==> config.mk <==
export PLATFORM = sky130hd
export DESIGN_NAME = anc_fir_ctrl
export DESIGN_NICKNAME = d
export VERILOG_FILES = /design/src/rtl/anc_pkg.sv /design/src/rtl/anc_mu_scale.sv /design/src/rtl/anc_fir_ctrl.sv
export SDC_FILE = /design/constraint.sdc
export NUM_CORES = 1
export LEC_CHECK = 0
export CORE_ASPECT_RATIO = 1.75
export CORE_UTILIZATION = 36
export CTS_CLUSTER_SIZE = 30
export DETAILED_ROUTE_END_ITERATION = 16
export SLEW_MARGIN = 20
export SYNTH_ARGS = -nofsm -noshare
export SYNTH_HDL_FRONTEND = slang
export SYNTH_HIERARCHICAL = 1
export SYNTH_SLANG_ARGS = --single-unit
==> constraint.sdc <==
create_clock -name clk -period 9.2 [get_ports clk]
set_input_delay 1.38 -clock clk [delete_from_list [all_inputs] [get_ports clk]]
set_output_delay 1.38 -clock clk [all_outputs]
set_load 0.05 [all_outputs]
==> src/rtl/anc_pkg.sv <==
// anc_pkg: shared widths, FIR-controller state encoding and Q1.15 saturation
package anc_pkg;
  localparam int SAMPLE_W = 16;
  localparam int Q_FRAC = 15;
  typedef enum logic [2:0] {IDLE, WAIT_IDLE, GO, BUSY, OUT} state_t;
  function automatic logic [SAMPLE_W-1:0] sat16(input logic signed [31:0] v);
    return (v > 32'sd32767) ? 16'h7fff : (v < -32'sd32768) ? 16'h8000 : v[15:0];
  endfunction
endpackage

==> src/rtl/anc_mu_scale.sv <==
// anc_mu_scale: LMS step e*mu rescaled to Q1.15 with saturation and adapt gate
module anc_mu_scale
  import anc_pkg::*;
#(
  parameter int MU_W = 16
) (
  input  logic [SAMPLE_W-1:0] e,
  input  logic [MU_W-1:0]     mu,
  input  logic                en,
  output logic [SAMPLE_W-1:0] wadj
);
  logic signed [SAMPLE_W+MU_W-1:0] p;
  logic signed [SAMPLE_W+MU_W-1:0] q;
  // full-precision product, drop the Q_FRAC fraction bits, clamp to 16 bits
  always_comb begin
    p = $signed(e) * $signed(mu);
    q = p >>> Q_FRAC;
    wadj = en ? sat16(32'(q)) : '0;
  end
endmodule

==> src/rtl/anc_fir_ctrl.sv <==
// anc_fir_ctrl: launches one FIR frame per reference sample and forwards results to the DAC
module anc_fir_ctrl
  import anc_pkg::*;
#(
  parameter int MU_W  = 16,
  parameter int CNT_W = 16
) (
  input  logic                clk,
  input  logic                rst_n,
  input  logic [SAMPLE_W-1:0] ref_sample,
  input  logic                ref_valid,
  input  logic [SAMPLE_W-1:0] add_sample,
  input  logic [SAMPLE_W-1:0] err_sample,
  input  logic                err_valid,
  input  logic [MU_W-1:0]     mu_gain,
  input  logic                adapt_en,
  input  logic                ovr_clr,
  output logic [SAMPLE_W-1:0] fir_x,
  output logic [SAMPLE_W-1:0] fir_a,
  output logic [SAMPLE_W-1:0] fir_wadj,
  output logic                fir_go,
  input  logic                fir_done,
  input  logic [SAMPLE_W-1:0] fir_out,
  input  logic                fir_act,
  output logic [SAMPLE_W-1:0] dac_sample,
  output logic                dac_valid,
  output logic                busy,
  output logic                overrun,
  output logic [CNT_W-1:0]    frame_cnt
);
  state_t state;
  logic [SAMPLE_W-1:0] err_hold, e, wadj, pend_x, pend_a, l_x, l_a;
  logic pend_v, launch_ref, launch_pend, launch, store, set_ovr;
  // a fresh error sample in the decision cycle beats the held one
  assign e = err_valid ? err_sample : err_hold;
  anc_mu_scale #(.MU_W(MU_W)) u_mu (.e(e), .mu(mu_gain), .en(adapt_en), .wadj(wadj));
  // pending pair launches first whenever the controller is free; a fresh ref goes direct only if nothing waits
  assign launch_pend = pend_v && (state == IDLE || state == OUT);
  assign launch_ref = ref_valid && state == IDLE && !pend_v;
  assign launch = launch_ref || launch_pend;
  assign l_x = launch_pend ? pend_x : ref_sample;
  assign l_a = launch_pend ? pend_a : add_sample;
  assign store = ref_valid && !launch_ref;
  assign set_ovr = ref_valid && pend_v && !launch_pend;
  assign busy = state inside {WAIT_IDLE, GO, BUSY};
  // frame sequencing, pending buffer, overrun flag and registered handshake outputs
  always_ff @(posedge clk or negedge rst_n) begin
    if (!rst_n) begin
      state <= IDLE;
      err_hold <= '0;
      pend_v <= 1'b0;
      pend_x <= '0;
      pend_a <= '0;
      fir_x <= '0;
      fir_a <= '0;
      fir_wadj <= '0;
      fir_go <= 1'b0;
      dac_sample <= '0;
      dac_valid <= 1'b0;
      overrun <= 1'b0;
      frame_cnt <= '0;
    end else begin
      fir_go <= 1'b0;
      dac_valid <= 1'b0;
      if (err_valid) err_hold <= err_sample;
      overrun <= set_ovr || (overrun && !ovr_clr);
      if (store) begin
        pend_x <= ref_sample;
        pend_a <= add_sample;
      end
      pend_v <= store || (pend_v && !launch_pend);
      if (launch) begin
        fir_x <= l_x;
        fir_a <= l_a;
        fir_wadj <= wadj;
        state <= fir_act ? WAIT_IDLE : GO;
        fir_go <= !fir_act;
      end else begin
        case (state)
          WAIT_IDLE: if (!fir_act) begin
            state <= GO;
            fir_go <= 1'b1;
          end
          GO: state <= BUSY;
          BUSY: if (fir_done) begin
            dac_sample <= fir_out;
            dac_valid <= 1'b1;
            frame_cnt <= frame_cnt + 1'b1;
            state <= OUT;
          end
          OUT: state <= IDLE;
          default: ;
        endcase
      end
    end
  end
endmodule
* After elaboration in Yosys (flattened, before gate mapping)
Index checks and enable logic that the tools add are counted.
Widths: inputs -> output; s select.
** Storage, ports and cells
- Register bits after elaboration :: 135
- Bits of input ports :: 88
- Output and inout port bits :: 84
** Cells by class
- Add/sub/neg operators :: 1
- Multipliers :: 1
- Order comparisons :: 2
- Equal/unequal tests :: 6
- Muxes and demuxes :: 17
- Bitwise gates (word level) :: 1
- Reduce and logical (&&, ||, !) cells :: 22
** Operator list (number)
- $mux 16 :: 6
- $mul 16x16->32 :: 1
- $gt 17x16->1 const B :: 1
- $lt 17x16->1 const B :: 1
- $add 16x1->16 const B :: 1
- $pmux 3 s4 :: 1
- $mux 3 :: 3
- $logic_and 1x1->1 :: 8
- $eq 3x2->1 const B :: 2
- $mux 1 :: 6
- $ne 3x3->1 const B :: 2
- $reduce_and 3->1 :: 2
- $logic_not 1->1 :: 5
- $reduce_bool 5->1 :: 1
- $logic_or 1x1->1 :: 4
- $eq 3x1->1 const B :: 1
- $eq 3x3->1 const B :: 1
- $logic_not 3->1 :: 1
- $reduce_bool 3->1 :: 1
- $mux 2 :: 1
- $not 1->1 :: 1

* Logic depth before layout (Yosys ltp)
Gate-level depths: netlist of run 1.
- Depth after elaboration :: 6
- Gate-level depth with buffers :: 27
- Mapped depth without buffers :: 23

* Cells and area by module
The synthesis of run 1 kept the hierarchy.
** Modules (own cells, without submodules)
- anc_mu_scale :: instances 1, cells each 1066, area each 9735.6 um^2, seq. area each 0.0 um^2
- anc_fir_ctrl :: instances 1, cells each 436, area each 5517.8 um^2, seq. area each 3378.2 um^2

* Worst setup path after synthesis of run 1
No wires, ideal clock.
- Path type :: input to register
- Start point :: in err_valid
- End point :: reg fir_wadj[11]
- Library setup time :: 125 ps
- Arrival :: 7921 ps
- Required time :: 9075 ps
- Path slack :: 1155 ps
- Cell stages on the path :: 26
- Cell sequence :: clkbuf_1 buf_1 mux2_2 clkbuf_1 and2_1 fa_1 inv_1 fa_1 fa_1 inv_1 fa_1 fa_1 inv_1 fa_1 inv_1 ha_1 buf_2 and4_4 and3b_1 a211oi_1 o22ai_1 o41a_1 a21o_1 xnor2_2 o21ai_1 mux2_2
** Between the ends
- Word-level cells in the longest chain between the ends :: 6
- Elaborated cells between the ends (all ways) :: 7
** Ends and longest elaborated chain
- start: declaration :: RTL line anc_fir_ctrl.sv:14 : input logic err_valid,
- $mux 16 *
- via e[14] :: RTL line anc_fir_ctrl.sv:32 : logic [SAMPLE_W-1:0] err_hold, e, wadj, pend_x, pend_a, l_x, l_a;
- $mul 16x16->32 * :: RTL line anc_mu_scale.sv:16 : p = $signed(e) * $signed(mu);
- $lt 17x16->1 :: RTL line anc_pkg.sv:7 : return (v > 32'sd32767) ? 16'h7fff : (v < -32'sd32768) ? 16'h8000 : v[15:0];
- $mux 16 :: RTL line anc_pkg.sv:7
- $mux 16 * :: RTL line anc_pkg.sv:7
- $mux 16 * :: RTL line anc_mu_scale.sv:18 : wadj = en ? sat16(32'(q)) : '0;
- via wadj[11] :: RTL line anc_fir_ctrl.sv:32
- end signal: assignment :: RTL line anc_fir_ctrl.sv:75 : fir_wadj <= wadj;
- end: declaration :: RTL line anc_fir_ctrl.sv:20 : output logic [SAMPLE_W-1:0] fir_wadj,
The timed path passes the listed nets; every way through them passes the cells marked *.
A chain may end at the register's enable or synchronous reset.

* Final worst setup path of run 1
- Start point :: in err_valid
- End point :: reg fir_wadj[0]
The elaborated chain is that of the path after synthesis.

==> flow_summary.yaml, run 1 <==
sta:
  setup_viol_count_final: 0
  slew_viol_final: 0
  post-route-min-period_ns: 8.126
  max_clock_freq_ghz: 0.1231
  clock_skew_ns: 0.01163
  finalHoldViolCount: 0
  rsz0062_at_grt: "no"
  worst_pin_slew_ns: 1.073
  setup_tns_ns: 0
  max_slew_margin: 0.2845
  finalCritPeriodShare: 0.8833
yosys:
  synthCells: 1502
  ys_warn_count: 6
  synth-seq-cells: 135
  synth_most_common_cell: "inv_1"
  synth_flop_cell: "dfrtp_1"
  synthArstFlopShare: 1.000
  synth.distinct_cells: 59
  synth_top_area_cell: "fa_1"
  synth_area_sq_um: 15250
  synth_top_area_share: 0.3425
  synthTopCellsByArea: "fa_1 (34%), dfrtp_1 (22%), inv_1 (7.2%)"
  synth_common_cells: "inv_1 (291), fa_1 (261), nand2_1 (217), dfrtp_1 (135), and2_1 (123)"
  syn-num-nets: 1931
  synth-edff-count: 0
  syn_avg_cell_area_sq_um: 10.16
  synth_seq_area_share: 0.2215
clock_tree:
  ctsResizeCount: 0
  cts_setup_buffers: 0
  cts_tree: "done"
  cts_buffers: 17
  cts_buffer_depth: 2
  clkSlewWorstSetupHoldPaths_ns: 0.06
  hold_buffers: 0
  cts_root_buf: "clkbuf_16"
  cts_sinks: 135
  clk_latency_ns: 0.44
  htree_levels: 4
setup_path:
  cp.arrival_ns: 8.45
  cp_common_cell: "fa_1"
  worstSetupPathType: "primary input to flip-flop"
  end_kind: "flip-flop"
  startpoint_type: "primary input"
  path_cells: "clkdlybuf4s50_1 > mux2_2 > nand2_1 > inv_1 > fa_1 > fa_1 > fa_1 > fa_1 > fa_1 > inv_1 > fa_1 > inv_1 > ha_1 > nand2_1 > o211ai_1 > a21oi_1 > o21ai_0 > o21ai_2 > or3_1 > nand3_2 > o21ai_0 > mux2_2"
  cp_slowest_cell: "fa_1"
  slowest_delay_ns: 0.91
  cp_max_fo: 17
  worstPathRequired_ns: 9.52
floorplan:
  rows: 99
  dieArea_sq_um: 43230
  pin_count: 172
  dieHeight_um: 274.3
  initial_core_util: 0.3654
  die_x_um: 157.6
  core_sq_um: 41740
route:
  drt-vias-per-instance: 4.849
  totalWireLength_um: 39260
  wl_per_cell_um: 17.76
  drcViolationCount: 0
  firstDrtPassIters: 4
  vias: 10717
  first_iter_violations: 363
  ant_nets: 0
global_route:
  track_usage: 0.1913
  grt_overflow: 0
  antenna_found_initial: 1
  grt_pass1_vias: 11848
  grt_max_degree: 72
  grt_pass1_wl_um: 61380
min_path:
  min_path_type: "flip-flop to flip-flop"
run:
  drv_cap: 0
placed_design:
  place.port_buffers: 171
  placed_area_sq_um: 17430
  place_inst: 2177
  hpwl_um: 32040
  finalWeightedCongestion: 0.8517
cells_and_area:
  design_area_sq_um: 18070
  final_cells: 2210
  area_growth_pct: 18.44
  drive_gt1_frac: 0.07134
  nNetsFinal: 2070
  fillers: 4074
run_status:
  status: "finished, final reports clean"
-- path summary, 6_finish.rpt --
path                                start              to  slack, ns  cells past startpoint
max                             err_valid     fir_wadj[0]       1.07                     22
min                        dac_sample[10]  dac_sample[10]       0.47                      2
max reg2reg                  err_hold[15]     fir_wadj[0]       2.22                     21
min reg2reg                dac_sample[10]  dac_sample[10]       0.47                      2
max in group asynchronous           rst_n       pend_a[3]       6.85                      2
min in group asynchronous           rst_n    fir_wadj[15]       0.94                      1
-- logic make-up (layout without fill, tap and decap cells) --
kind of cell	Yosys count	after routing	synth area share
AO/OA/AOI/OAI	117	117	0.04930
XOR/XNOR	41	41	0.02543
adder cells (fa/ha/maj)	341	341	0.4082
buffers and inverters	350	502	0.09122
flip-flops	135	135	0.2215
multiplexers	96	96	0.06825
other	0	1	0
AND/OR/NAND/NOR	422	422	0.1362
-- critical path, delay by kind of cell --
family,cells,cell delay (ns)
adders and majority gates,7,3.94
and+or+nand+nor,4,0.93
AOI/OAI and AO/OA,5,0.75
buffers and inverters,4,0.68
muxes,2,0.76
-- per-layer routing --
layer | part of all wire | GRT usage | up-vias
met5 | 0 | 0 | -
met4 | 0.057 | 0.1109 | 0
met3 | 0.027 | 0.02387 | 90
met2 | 0.60 | 0.3910 | 234
met1 | 0.31 | 0.1732 | 5530
li1 | - | - | 4863
-- cell usage in the layout, fill, tap and decap left out, types with 3 or more instances in the layout --
cell type,n
inv_8,3
and2_1,122
buf_4,8
dfrtp_1,135
xor2_1,14
o21ai_1,10
a211oi_1,4
mux2_1,5
o21bai_1,3
clkbuf_16,17
mux2i_1,32
inv_1,291
nand2_1,217
nand4_1,8
bufinv_16,3
xnor2_1,24
inv_6,4
fa_1,261
a21oi_1,20
mux2_2,59
a21o_1,6
nor3_1,3
clkdlybuf4s50_1,170
o211ai_1,5
o21ai_0,47
nand3_1,16
nand2b_1,6
nor2_1,29
ha_1,80
-- metrics by stage --
| stage | util | setup slack, ns | hold WS (ns) |
|---|---|---|---|
| floorplan | - | 1.155 | 0.4640 |
| global placement | 0.4176 | 0.7377 | 0.4581 |
| detailed placement | 0.4176 | 0.6444 | 0.4622 |
| CTS | 0.4327 | 1.085 | 0.4780 |
| global route | 0.4328 | 0.7215 | 0.4915 |
| finish | 0.4328 | 1.074 | 0.4740 |
-- final cells by class --
class | count | area [sq um] | share of cell area
flip-flops and latches | 135 | 3378 | 0.1870
clock buffers | 17 | 425.4 | 0.02355
well taps | 555 | 694.4 | 0.03844
multi-input cells | 1017 | 10490 | 0.5808
clock inverters | 15 | 207.7 | 0.01150
inverters | 291 | 1092 | 0.06046
diodes | 1 | 2.502 | 0.0001385
repair buffers | 179 | 1773 | 0.09814
-- sequential cells by signal, summed over array words and instances, names as in the netlist, 3 cells and up --
register	flops
fir_wadj	16
state	3
pend_x	16
pend_a	16
dac_sample	16
frame_cnt	16
fir_x	16
err_hold	16
fir_a	16
Power of run 1 is not shown: default switching activity piles up to over one toggle a cycle in this logic, so the estimate is an artifact.
==> inputs of run 2 (changes only) <==
--- a/config.mk
+++ b/config.mk
@@ -9,6 +9,8 @@
 export CORE_UTILIZATION = 36
 export CTS_CLUSTER_SIZE = 30
 export DETAILED_ROUTE_END_ITERATION = 16
+export HOLD_SLACK_MARGIN = 0.03
+export REMOVE_ABC_BUFFERS = 1
 export SLEW_MARGIN = 20
 export SYNTH_ARGS = -nofsm -noshare
 export SYNTH_HDL_FRONTEND = slang
==> run 2 against run 1 <==
Net effect:
- count of clock-buffer cells in the layout did not move
- register-to-register slack improved by 0.11 ns
- wire length decreased by 3.4%
- clock skew is 0.00087 ns lower
- die area unchanged
- cell count up 0.18%
- first-iteration DRC count fell by 2.2%
- highest routed layer unchanged
- worst hold slack about the same
==> flow_summary.yaml, run 2 (synthesized netlist as in run 1, its figures left out) <==
run_status:
  status: "finished, final reports clean"
cells_and_area:
  diodes: 0
  nNetsFinal: 2075
  seqCellArea_sq_um: 3378
  fillers: 4004
  area_growth_pct: 18.49
  final_common_cell: "inv_1"
  layout_common_cells: "inv_1 (291), fa_1 (261), nand2_1 (217)"
  design_area_sq_um: 18070
  drive_gt1_frac: 0.07414
  multi_input_comb_area_sq_um: 10490
clock_tree:
  cts_sinks: 135
  cts_buffer_depth: 2
  cts_tree: "done"
  ctsResizeCount: 0
  hold_buffers: 0
  clkSlewWorstSetupHoldPaths_ns: 0.06
  htree_levels: 4
  cts_buffers: 17
  cts_root_buf: "clkbuf_16"
  cts_setup_buffers: 0
  clk_latency_ns: 0.43
sta:
  worst_pin_slew_ns: 1.081
  post-route-min-period_ns: 8.260
  finalCritPeriodShare: 0.8978
  rsz0062_at_grt: "no"
  max_slew_margin: 0.2791
  clock_skew_ns: 0.01075
  slew_viol_final: 0
  max_clock_freq_ghz: 0.1211
  finalHoldViolCount: 0
  setup_tns_ns: 0
  setup_viol_count_final: 0
setup_path:
  path_cells: "clkdlybuf4s50_1 > buf_4 > mux2_2 > and2_1 > fa_1 > inv_1 > fa_1 > fa_1 > inv_1 > fa_1 > fa_1 > inv_1 > fa_1 > inv_1 > ha_1 > nand3_1 > o211ai_1 > a31oi_4 > a21oi_2 > o21ai_2 > or3_1 > nand3_2 > o21ai_0 > mux2_2"
  cp_common_cell: "fa_1"
  cp_slowest_cell: "mux2_2"
  cp_max_fo: 17
  startpoint_type: "primary input"
  slowest_delay_ns: 0.54
  worstPathRequired_ns: 9.51
  worstSetupPathType: "primary input to flip-flop"
  end_kind: "flip-flop"
  cp.arrival_ns: 8.57
  rrSetupSlack_ns: 2.33
  crit_family: "adder cells"
  crit_buf_inv: 6
route:
  wl_per_cell_um: 17.14
  drt-vias-per-instance: 4.758
  first_iter_violations: 355
  totalWireLength_um: 37940
  drcViolationCount: 0
  vias: 10535
  ant_nets: 0
  firstDrtPassIters: 4
floorplan:
  dieArea_sq_um: 43230
  die_x_um: 157.6
  rows: 99
  dieHeight_um: 274.3
  core_sq_um: 41740
  pin_count: 172
  initial_core_util: 0.3654
global_route:
  grt_overflow: 0
  grt_max_degree: 92
  grt_pass1_vias: 12121
  track_usage: 0.1930
  grt_pass1_wl_um: 64180
  antenna_found_initial: 0
placed_design:
  place.port_buffers: 171
  hpwl_um: 30960
  placed_area_sq_um: 17470
  finalWeightedCongestion: 0.8461
run:
  drv_cap: 0
min_path:
  min_path_type: "flip-flop to flip-flop"
run 2: cell type report:
class	instances	share of cell area
Clock buffer	17	0.02354
Timing Repair Buffer	184	0.1002
Sequential cell	135	0.1869
Inverter	291	0.06044
Clock inverter	15	0.009969
Multi-Input combinational cell	1017	0.5805
Tap cell	555	0.03842
run 2: path summary, 6_finish.rpt:
| kind | end | cells past startpoint | start |
|---|---|---|---|
| worst max-delay path | fir_wadj[1] | 24 | err_valid |
| worst min-delay path | frame_cnt[15] | 1 | frame_cnt[15] |
| worst max register to register | fir_wadj[1] | 21 | err_hold[15] |
| worst min register to register | frame_cnt[15] | 1 | frame_cnt[15] |
| max in group asynchronous | err_hold[14] | 2 | rst_n |
| min in group asynchronous | pend_x[6] | 1 | rst_n |
run 2: through the flow:
stage / cells / utilization / worst slack, ns / hold WS (ns)
2_1_floorplan: 1443 / - / 1.739 / 0.4640
3_3_place_gp: 2182 / 0.4185 / 0.5310 / 0.4583
3_5_place_dp: 2182 / 0.4185 / 0.4328 / 0.4651
4_1_cts: 2214 / 0.4330 / 0.8832 / 0.4784
5_1_grt: 2214 / 0.4330 / 0.5956 / 0.4960
6_report: 2214 / 0.4330 / 0.9398 / 0.4742
run 2: metal layers:
metal  vias to the layer above  part of all wire  GRT usage
met1                      5374              0.36     0.2058
met5                         -                 0          0
li1                       4862                 -          -
met3                        64             0.050    0.04299
met2                       235              0.56     0.3663
met4                         0             0.029    0.06566
Power of run 2 is left out for the same reason.
==> inputs of run 3 (changes only) <==
--- a/config.mk
+++ b/config.mk
@@ -6,10 +6,11 @@
 export NUM_CORES = 1
 export LEC_CHECK = 0
 export CORE_ASPECT_RATIO = 1.75
-export CORE_UTILIZATION = 36
-export CTS_CLUSTER_SIZE = 30
+export CORE_UTILIZATION = 50
+export CTS_CLUSTER_SIZE = 24
 export DETAILED_ROUTE_END_ITERATION = 16
 export HOLD_SLACK_MARGIN = 0.03
+export PLACE_DENSITY = 0.72
 export REMOVE_ABC_BUFFERS = 1
 export SLEW_MARGIN = 20
 export SYNTH_ARGS = -nofsm -noshare
==> run 3 against run 2 <==
Net effect:
- register-to-register slack worse by 0.13 ns
- wire length shrank 2.3%
- via count is 2.8% higher
- non-clock buffer count grew 1
- maximum frequency is 0.46% lower
- critical path type unchanged
==> flow_summary.yaml, run 3 (synthesized netlist as in run 1, its figures left out) <==
run_status:
  status: "finished, final reports clean"
placed_design:
  place.port_buffers: 171
  placed_area_sq_um: 17270
  finalWeightedCongestion: 0.8959
  hpwl_um: 30010
  place_inst: 2015
min_path:
  whs_endpoint: "dac_sample[1]"
  min_from: "dac_sample[1]"
  hold_depth: 2
  min_path_type: "flip-flop to flip-flop"
sta:
  max_slew_margin: 0.3067
  rsz0062_at_grt: "no"
  finalCritPeriodShare: 0.9020
  setup_tns_ns: 0
  max_clock_freq_ghz: 0.1205
  post-route-min-period_ns: 8.298
  finalHoldViolCount: 0
  clock_skew_ns: 0.009566
  worst_pin_slew_ns: 1.040
  slew_viol_final: 0
  setup_viol_count_final: 0
route:
  drt-vias-per-instance: 5.295
  wl_per_cell_um: 18.13
  totalWireLength_um: 37080
  vias: 10829
  dr.max_layer_used: "met4"
  firstDrtPassIters: 5
  first_iter_violations: 476
  dr_wl_met2_um: 20570
  met3_length_um: 1944
  drcViolationCount: 0
  ant_nets: 0
  wl_met1_um: 12800
setup_path:
  reg2reg_from: "err_hold[15]"
  cp_slowest_cell: "clkdlybuf4s50_1"
  path_cells: "clkdlybuf4s50_1 > buf_4 > mux2_2 > and2_1 > fa_1 > inv_1 > fa_1 > inv_1 > fa_1 > fa_1 > fa_1 > inv_1 > fa_1 > inv_1 > ha_1 > and4_4 > and3b_1 > a211oi_1 > o22ai_1 > o41a_1 > a21o_1 > xnor2_2 > o21ai_1 > mux2_2"
  worstSetupPathType: "primary input to flip-flop"
  slowest_delay_ns: 0.57
  worstPathRequired_ns: 9.50
  cp_max_fo: 17
  end_kind: "flip-flop"
  rrSetupSlack_ns: 2.20
  cp.arrival_ns: 8.60
  cp_common_cell: "fa_1"
  startpoint_type: "primary input"
  rr_endpoint: "fir_wadj[0]"
  crit_start: "err_valid"
  ff2ff_path_depth: 21
cells_and_area:
  drive_gt1_frac: 0.07298
  diodes: 0
  nNetsFinal: 2076
  final_common_cell: "inv_1"
  area_growth_pct: 17.28
  utilization: 0.5952
  design_area_sq_um: 17890
  final_cells: 2045
  layout_common_cells: "inv_1 (291), fa_1 (261), nand2_1 (217)"
clock_tree:
  hold_buffers: 0
  clk_latency_ns: 0.43
  htree_levels: 4
  cts_sinks: 135
  cts_root_buf: "clkbuf_16"
  cts_buffers: 17
  ctsResizeCount: 0
  cts_tree: "done"
  cts_buffer_depth: 2
  cts_setup_buffers: 0
  clkSlewWorstSetupHoldPaths_ns: 0.06
floorplan:
  initial_core_util: 0.5075
  core_sq_um: 30060
  rows: 84
  dieHeight_um: 233.1
  dieArea_sq_um: 31240
  die_x_um: 134.0
  pin_count: 172
global_route:
  grt_pass1_wl_um: 62510
  grt_max_degree: 77
  grt_pass1_vias: 12317
  grt_overflow: 0
  antenna_found_initial: 0
  track_usage: 0.2599
run:
  drv_cap: 0
-- run 3: cell types whose count changed in the layout (fill, tap and decap cells not counted), moves of 2 or more --
| cell | delta |
|---|---|
| bufinv_16 | +3 |
| inv_8 | -5 |
| clkbuf_8 | +2 |
| inv_6 | -2 |
| clkinv_8 | -2 |
-- run 3: how the worst max path moves through the flow --
stage	slack [ns]	to	cells past startpoint
2_1_floorplan	1.74	fir_wadj[0]	21
3_3_place_gp	0.62	fir_wadj[1]	22
3_5_place_dp	0.53	fir_wadj[1]	22
4_1_cts	0.95	fir_wadj[13]	22
5_1_grt	0.49	fir_wadj[8]	22
6_report	0.90	fir_wadj[11]	24
-- run 3: per-layer routing --
metal / track usage / vias to the layer above
li1: - / 4863
met1: 0.2745 / 5572
met2: 0.4825 / 290
met3: 0.05360 / 104
met4: 0.1313 / 0
met5: 0 / -
-- run 3: final cells by class --
type	count	area [sq um]
multi-input combinational	1017	10490
tap	387	484.2
inverter	291	1092
sequential	135	3378
timing repair buffer	185	1818
clock inverter	10	167.7
fill	2586	12170
clock buffer	20	456.7
-- run 3: worst max-delay path, delay by kind of cell --
family	cells	cell delay [ns]
compound gates	5	1.14
fa+ha+maj	7	3.41
xor+xnor	1	0.14
buf+inv	6	1.06
mux	2	0.81
simple gates	3	0.62
-- run 3: stage by stage --
step | setup slack (ns) | hold WS, ns
after global routing | 0.4913 | 0.4983
after detailed placement | 0.5252 | 0.4624
final | 0.9017 | 0.4700
after CTS | 0.9531 | 0.4772
after floorplan | 1.739 | 0.4640
after global placement | 0.6224 | 0.4579
Power of run 3 is left out for the same reason.
